[src/rtl/feinv.sv]
// feinv: Fermat inverter out = a^(p-2) mod p over GF(2^255-19), driving an external multiplier.
// Optional build macro FEINV_TIMEOUT_EN adds a per-request mul_done watchdog and the error flag.
`default_nettype none

module feinv #(
  parameter int TIMEOUT = 64
) (
  input  logic         clock,
  input  logic         reset_n,
  input  logic         start,
  input  logic [254:0] a_in,
  output logic         busy,
  output logic         done,
  output logic [254:0] out,
  output logic         error,
  output logic         mul_start,
  output logic [254:0] mul_a,
  output logic [254:0] mul_b,
  input  logic         mul_done,
  input  logic [254:0] mul_out
);

  // Exponent p-2 = 2^255-21
  localparam logic [254:0] EXP = {{250{1'b1}}, 5'b01011};

  typedef enum logic [2:0] {
    IDLE      = 3'd0,
    SQ_ISSUE  = 3'd1,
    SQ_WAIT   = 3'd2,
    MUL_ISSUE = 3'd3,
    MUL_WAIT  = 3'd4,
    FINISH    = 3'd5
  } state_t;

  state_t       state;
  logic [254:0] base;
  logic [7:0]   idx;

  if (TIMEOUT < 1) begin : g_timeout_check
  end

`ifdef FEINV_TIMEOUT_EN
  localparam int TW = $clog2(TIMEOUT + 1);
  logic [TW-1:0] tcnt;

  // tcnt holds the number of cycles elapsed since the last mul_start
  always_ff @(posedge clock or negedge reset_n) begin
    if (!reset_n) begin
      tcnt <= '0;
    end else if (mul_start) begin
      tcnt <= TW'(1);
    end else begin
      tcnt <= tcnt + 1'b1;
    end
  end
`else
  assign error = 1'b0;
`endif

  // mul_a doubles as the accumulator: every result is either reissued through it or retired to out
  always_ff @(posedge clock or negedge reset_n) begin
    if (!reset_n) begin
      state     <= IDLE;
      base      <= '0;
      idx       <= '0;
      busy      <= 1'b0;
      done      <= 1'b0;
      out       <= '0;
      mul_start <= 1'b0;
      mul_a     <= '0;
      mul_b     <= '0;
`ifdef FEINV_TIMEOUT_EN
      error     <= 1'b0;
`endif
    end else begin
      mul_start <= 1'b0;
      done      <= 1'b0;
      case (state)
        IDLE: begin
          if (start) begin
            base      <= a_in;
            idx       <= 8'd253;
            busy      <= 1'b1;
            mul_a     <= a_in;
            mul_b     <= a_in;
            mul_start <= 1'b1;
            state     <= SQ_ISSUE;
`ifdef FEINV_TIMEOUT_EN
            error     <= 1'b0;
`endif
          end
        end
        SQ_ISSUE:  state <= SQ_WAIT;
        MUL_ISSUE: state <= MUL_WAIT;
        SQ_WAIT, MUL_WAIT: begin
          if (mul_done) begin
            if (state == SQ_WAIT && EXP[idx]) begin
              mul_a     <= mul_out;
              mul_b     <= base;
              mul_start <= 1'b1;
              state     <= MUL_ISSUE;
            end else if (idx == 8'd0) begin
              out   <= mul_out;
              done  <= 1'b1;
              busy  <= 1'b0;
              state <= FINISH;
            end else begin
              idx       <= idx - 8'd1;
              mul_a     <= mul_out;
              mul_b     <= mul_out;
              mul_start <= 1'b1;
              state     <= SQ_ISSUE;
            end
          end
`ifdef FEINV_TIMEOUT_EN
          else if (tcnt == TW'(TIMEOUT - 1)) begin
            out   <= '0;
            error <= 1'b1;
            done  <= 1'b1;
            busy  <= 1'b0;
            state <= FINISH;
          end
`endif
        end
        FINISH:  state <= IDLE;
        default: state <= IDLE;
      endcase
    end
  end

endmodule

`default_nettype wire
[config.mk]
export PLATFORM = sky130hd
export DESIGN_NAME = feinv
export DESIGN_NICKNAME = d
export VERILOG_FILES = /design/src/rtl/feinv.sv
export SDC_FILE = /design/constraint.sdc
export NUM_CORES = 2
export LEC_CHECK = 0
export ABC_AREA = 1
export CAP_MARGIN = 20
export CORE_AREA = 2 2 495 497
export DETAILED_ROUTE_END_ITERATION = 6
export DIE_AREA = 0 0 497 499
export SYNTH_ARGS = -nofsm -noshare
export SYNTH_HDL_FRONTEND = slang
export SYNTH_SLANG_ARGS = --single-unit
[constraint.sdc]
create_clock -name clock -period 2.63 [get_ports clock]
set_input_delay 0.526 -clock clock [delete_from_list [all_inputs] [get_ports clock]]
set_output_delay 0.526 -clock clock [all_outputs]
set_load 0.1 [all_outputs]
After elaboration in Yosys (flattened, before gate mapping)
Memory sizes are Yosys's and may differ from the RTL's.
Index checks and enable logic that the tools add are counted.
W data, S select, Z words.
{"block": "totals", "register_bits": 1034, "latchBits": 0, "ram_bits": 0, "rom_bits": 256, "input_bits": 514, "elab_cells": 67, "memories": 1}
{"block": "op_classes", "add_sub_neg": 1, "multipliers": 0, "div": 0, "magnitude_cmp": 1, "eq_ne": 10, "shifts": 0, "n_mux": 33, "n_bitwise": 1, "reduce_logical": 11}
{"name": "(name not given)", "words": 256, "width": 1, "rd": 1, "rd_ports_with_merged_regs": 0, "wr": 0, "line": "97", "source": "if (state == SQ_WAIT && EXP[idx]) begin"}
{"op": "$mux W255", "n": 6}
{"op": "$pmux W255 S2", "n": 2}
{"op": "$mux W8", "n": 4}
{"op": "$pmux W8 S2", "n": 1}
{"op": "$mux W1", "n": 13}
{"op": "$mux W3", "n": 4}
{"op": "$pmux W3 S4", "n": 1}
{"op": "$ne A2 B2 Y1 const B", "n": 5}
{"op": "$reduce_and A5 Y1", "n": 2}
{"op": "$lt A8 B9 Y1 const B", "n": 1}
{"op": "$logic_not A8 Y1", "n": 1}
{"op": "$reduce_and A4 Y1", "n": 2}
{"op": "$sub A8 B1 Y8 const B", "n": 1}
{"op": "$eq A3 B2 Y1 const B", "n": 2}
{"op": "$pmux W1 S2", "n": 2}
{"op": "$reduce_and A2 Y1", "n": 2}
{"op": "$eq A3 B1 Y1 const B", "n": 1}
{"op": "$eq A3 B3 Y1 const B", "n": 1}
{"op": "$logic_not A3 Y1", "n": 1}
{"op": "$ne A3 B3 Y1 const B", "n": 1}
{"op": "$reduce_bool A2 Y1", "n": 1}
{"op": "$reduce_or A2 Y1", "n": 1}
{"op": "$logic_and A1 B1 Y1", "n": 1}
{"op": "$not A1 Y1", "n": 1}

Depth between registers and ports, before layout
{"block": "depth", "depth_word": 6, "mapped_depth": 13, "depth_no_buf": 11}

Least setup slack after synthesis
OpenSTA, ideal clock, no wires.
{"block": "synth_timing", "path_type": "reg2reg", "startpoint": "register idx[0]", "endpoint": "register mul_b[220]", "setup_time_ns": 0.120, "t_arrival_ns": 1.705, "required_ns": 2.510, "path_slack_ns": 0.806, "path_stages_with_launch": 14, "path_buffers": 3, "cell_sequence": "dfrtp_1 -> inv_1 -> ha_1 -> nand2_1 -> nor2_1 -> and2_1 -> buf_2 -> nand2_2 -> nand2_4 -> inv_4 -> buf_4 -> buf_2 -> nand2_1 -> nand2_1"}
{"block": "synth_between", "elab_chain_cells": 6, "word_cells_on_any_way": 9, "classes_between": "eq/ne (1); mux (4); reduce/logical (3); memory (1)"}
{"item": "start: declaration", "line": "37", "source": "logic [7:0] idx;"}
{"item": "start signal: assignment", "line": "108", "source": "idx <= idx - 8'd1;"}
{"item": "$mem_v2 Z256 W1"}
{"item": "$mux W1 (not written as such)", "line": "97"}
{"item": "$logic_and A1 B1 Y1", "line": "97"}
{"item": "$mux W255", "line": "97"}
{"item": "$mux W255", "line": "96", "source": "if (mul_done) begin"}
{"item": "$pmux W255 S2", "line": "78", "source": "case (state)"}
{"item": "end signal: assignment", "line": "85", "source": "mul_b <= a_in;"}
{"item": "end signal: assignment", "line": "99", "source": "mul_b <= base;"}
{"item": "end signal: assignment", "line": "110", "source": "mul_b <= mul_out;"}
{"item": "end: declaration", "line": "18", "source": "output logic [254:0] mul_b,"}
Several ways; a longest one is shown, not always the timed one. The select of a mux whose other input is x is not followed.
A chain may end at the register's enable or synchronous reset.

Final worst setup path
{"block": "layout_timing", "startpoint": "register state[2]", "endpoint": "register mul_b[222]"}
{"block": "layout_between", "elab_chain_cells": 5, "word_cells_on_any_way": 13, "classes_between": "eq/ne (5); mux (3); reduce/logical (5)"}
{"item": "start: declaration", "line": "35", "source": "state_t state;"}
{"item": "start signal: assignment", "line": "63", "source": "state <= IDLE;"}
{"item": "start signal: assignment", "line": "87", "source": "state <= SQ_ISSUE;"}
{"item": "start signal: assignment", "line": "93", "source": "SQ_ISSUE: state <= SQ_WAIT;"}
{"item": "$eq A3 B2 Y1", "line": "78, 97"}
{"item": "$logic_and A1 B1 Y1", "line": "97"}
{"item": "$mux W255", "line": "97"}
{"item": "$mux W255", "line": "96"}
{"item": "$pmux W255 S2", "line": "78"}
Several ways; a longest one is shown, not always the timed one. The select of a mux whose other input is x is not followed.

==> impl_metrics.json <==
{
  "worst_pin_slew_ns": 1.14,
  "detail-route-antenna-nets": 0,
  "fin_ws_ns": 0.188,
  "grt_pass1_wl_um": 341000,
  "routed_via_density": 4.39,
  "synth_mux_area_share_pct": 0,
  "wl_per_cell_um": 22.2,
  "ys_ff_latch": 1034,
  "cts_tree": "done",
  "syn_nets": 6939,
  "synth_top_family_by_area": "simple AND/OR/NAND/NOR gates",
  "io_pins": 1283,
  "cts_sinks": 1034,
  "slowest_stage": "dfrtp_1",
  "clockBufferDepth": 3,
  "mostFrequentLayoutCells": "3616 x nand2_1, 1034 x dfrtp_1, 897 x buf_4",
  "crit_path_start": "state[2]",
  "cts.reportedPaths.clkPinSlew_ns": 0.07,
  "vias": 48000,
  "status": "finished clean",
  "synth-adder-area-share_pct": 0.0785,
  "slew_violations": 0,
  "synth_compound_area_share_pct": 2.73,
  "drt-total-wl_um": 242000,
  "pre_cts_ws_ns": -0.0302,
  "clock_skew_ns": 0.0684,
  "rows": 181,
  "cap_violations": 0,
  "syn_area_um2": 47800,
  "tns_ns": 0,
  "cp.required_ns": 3.34,
  "antenna_found_initial": 61,
  "fmax_mhz": 410,
  "cts_htree_levels": 3,
  "final_common_cell": "nand2_1",
  "synthDistinctLibCells": 23,
  "r2r_cells": 12,
  "rrSetupSlack_ns": 0.19,
  "path_max_fanout": 22,
  "synth_xor_area_share_pct": 0.0183,
  "slew-limit-headroom_pct": 24.1,
  "insertion_delay_ns": 0.80,
  "start_kind": "flip-flop",
  "syn_avg_cell_area_um2": 7.45,
  "drive_above_1_share_pct": 15.4,
  "r2r-end": "mul_b[222]",
  "final_nets": 8127,
  "core_area_um2": 243000,
  "synth_cells": 6422,
  "die_w_um": 497,
  "cts_buffers": 119,
  "post_cts_buffers": 0,
  "drt-initial-drc-count": 3676,
  "grt_start_max_net_pins": 132,
  "fp.dieH_um": 499,
  "worstPathCellList": "inv_2, nand3_1, buf_4, inv_8, nand2_8, nand2_2, nand2_8, inv_16, buf_12, buf_4, nand2_1, nand2_1",
  "grt_pass1_vias": 45500,
  "synth-warning-count": 0,
  "timing.rr.start": "state[2]",
  "fin_crit_sh_pct": 92.8,
  "portBuffers": 1281,
  "grt_util_all_layers_pct": 18.7,
  "drc": 0,
  "rsz0062_at_grt": "false",
  "cp.arrival_ns": 3.15,
  "syn_to_final_growth_pct": 41.6,
  "synth-simple-area-share_pct": 36.8,
  "dieArea_um2": 248000,
  "grt.overflow.total": 0,
  "dp_hpwl_um": 182000,
  "initial_utilization_pct": 19.7,
  "path_class": "flip-flop to flip-flop",
  "hold_violations": 0,
  "place_congestion": 0.903,
  "hp-class": "primary input to asynchronous set/reset pin",
  "clockRootBuffer": "clkbuf_16",
  "worst_setup_path_end_kind": "flip-flop",
  "ys_seq_area_share_pct": 54.1,
  "cp_slowest_stage_delay_ns": 0.44,
  "dr.pass1.iters": 5,
  "setup_violations": 0,
  "period_minus_slack_ns": 2.44
}
-- flip-flops by register name (all words and copies together) (netlist names) --
signal	count
mul_start	1
busy	1
mul_a	255
idx	8
state	3
out	255
mul_b	255
done	1
base	255
-- synthesized netlist by cell type (all sizes together) --
master	count	area share, %
and2	1	0.013
a21oi	257	2.7
nand3b	2	0.031
buf	241	2.6
nand3	274	2.9
dfrtp	1034	54
inv	275	2.2
o21ai	3	0.031
nand4	257	3.4
nand2	3620	28
ha	3	0.078
clkbuf	183	1.4
nor2	270	2.1
conb	1	0.0078
xnor2	1	0.018
-- repair_timing --
action | CTS | global route
setup endpoints to repair | 0 | 111
hold endpoints to repair | 186 | 0
hold buffers | 2 | 0
gates resized for setup | 0 | 5
-- per-stage QoR --
stage / cells / hold WS [ns] / instance area (um2) / util, %
finish: 10900 / 0.220 / 67700 / 27.9
detailed placement: 10700 / 0.438 / 63300 / 26.1
global placement: 10700 / 0.435 / 63300 / 26.1
global route: 10900 / 0.183 / 67700 / 27.9
CTS: 10900 / 0.134 / 67500 / 27.8
floorplan: 6422 / 0.230 / 47800 / -
-- metal layers --
layer	wire length (um)	share of wire, %	GRT usage (%)
met5	221	0.091	0
met2	114000	47	31.1
met1	100000	41	23.4
met3	20000	8.3	5.04
met4	7930	3.3	6.31
-- final cells by class --
| type | count | area (um2) |
|---|---|---|
| multi-input cells | 4689 | 19000 |
| fillers | 26300 | 175000 |
| flip-flops and latches | 1034 | 25900 |
| clock inverters | 51 | 751 |
| well taps | 3202 | 4010 |
| clock buffers | 173 | 3420 |
| inverters | 275 | 1060 |
| repair buffers | 1491 | 13500 |
| diodes | 20 | 50.0 |
-- worst max path at each step --
stage	endpoint	cells after the start
floorplan	mul_b[220]	13
global placement	mul_a[43]	9
detailed placement	mul_b[52]	9
CTS	mul_b[19]	11
global route	mul_b[222]	12
finish	mul_b[222]	12
-- worst max-delay path, delay by kind of cell (launching register included) --
family / cells / cell delay, ns
and+or+nand+nor: 6 / 0.67
DFF: 1 / 0.44
buffers and inverters: 6 / 1.14
-- logic make-up after synthesis --
group,Yosys count
compound gates,260
xor+xnor,1
fa+ha+maj,3
buf+inv,699
flops,1034
other cells,1
simple gates,4424
Power is not shown: default switching activity piles up to over one toggle a cycle in this logic, so the estimate is an artifact.
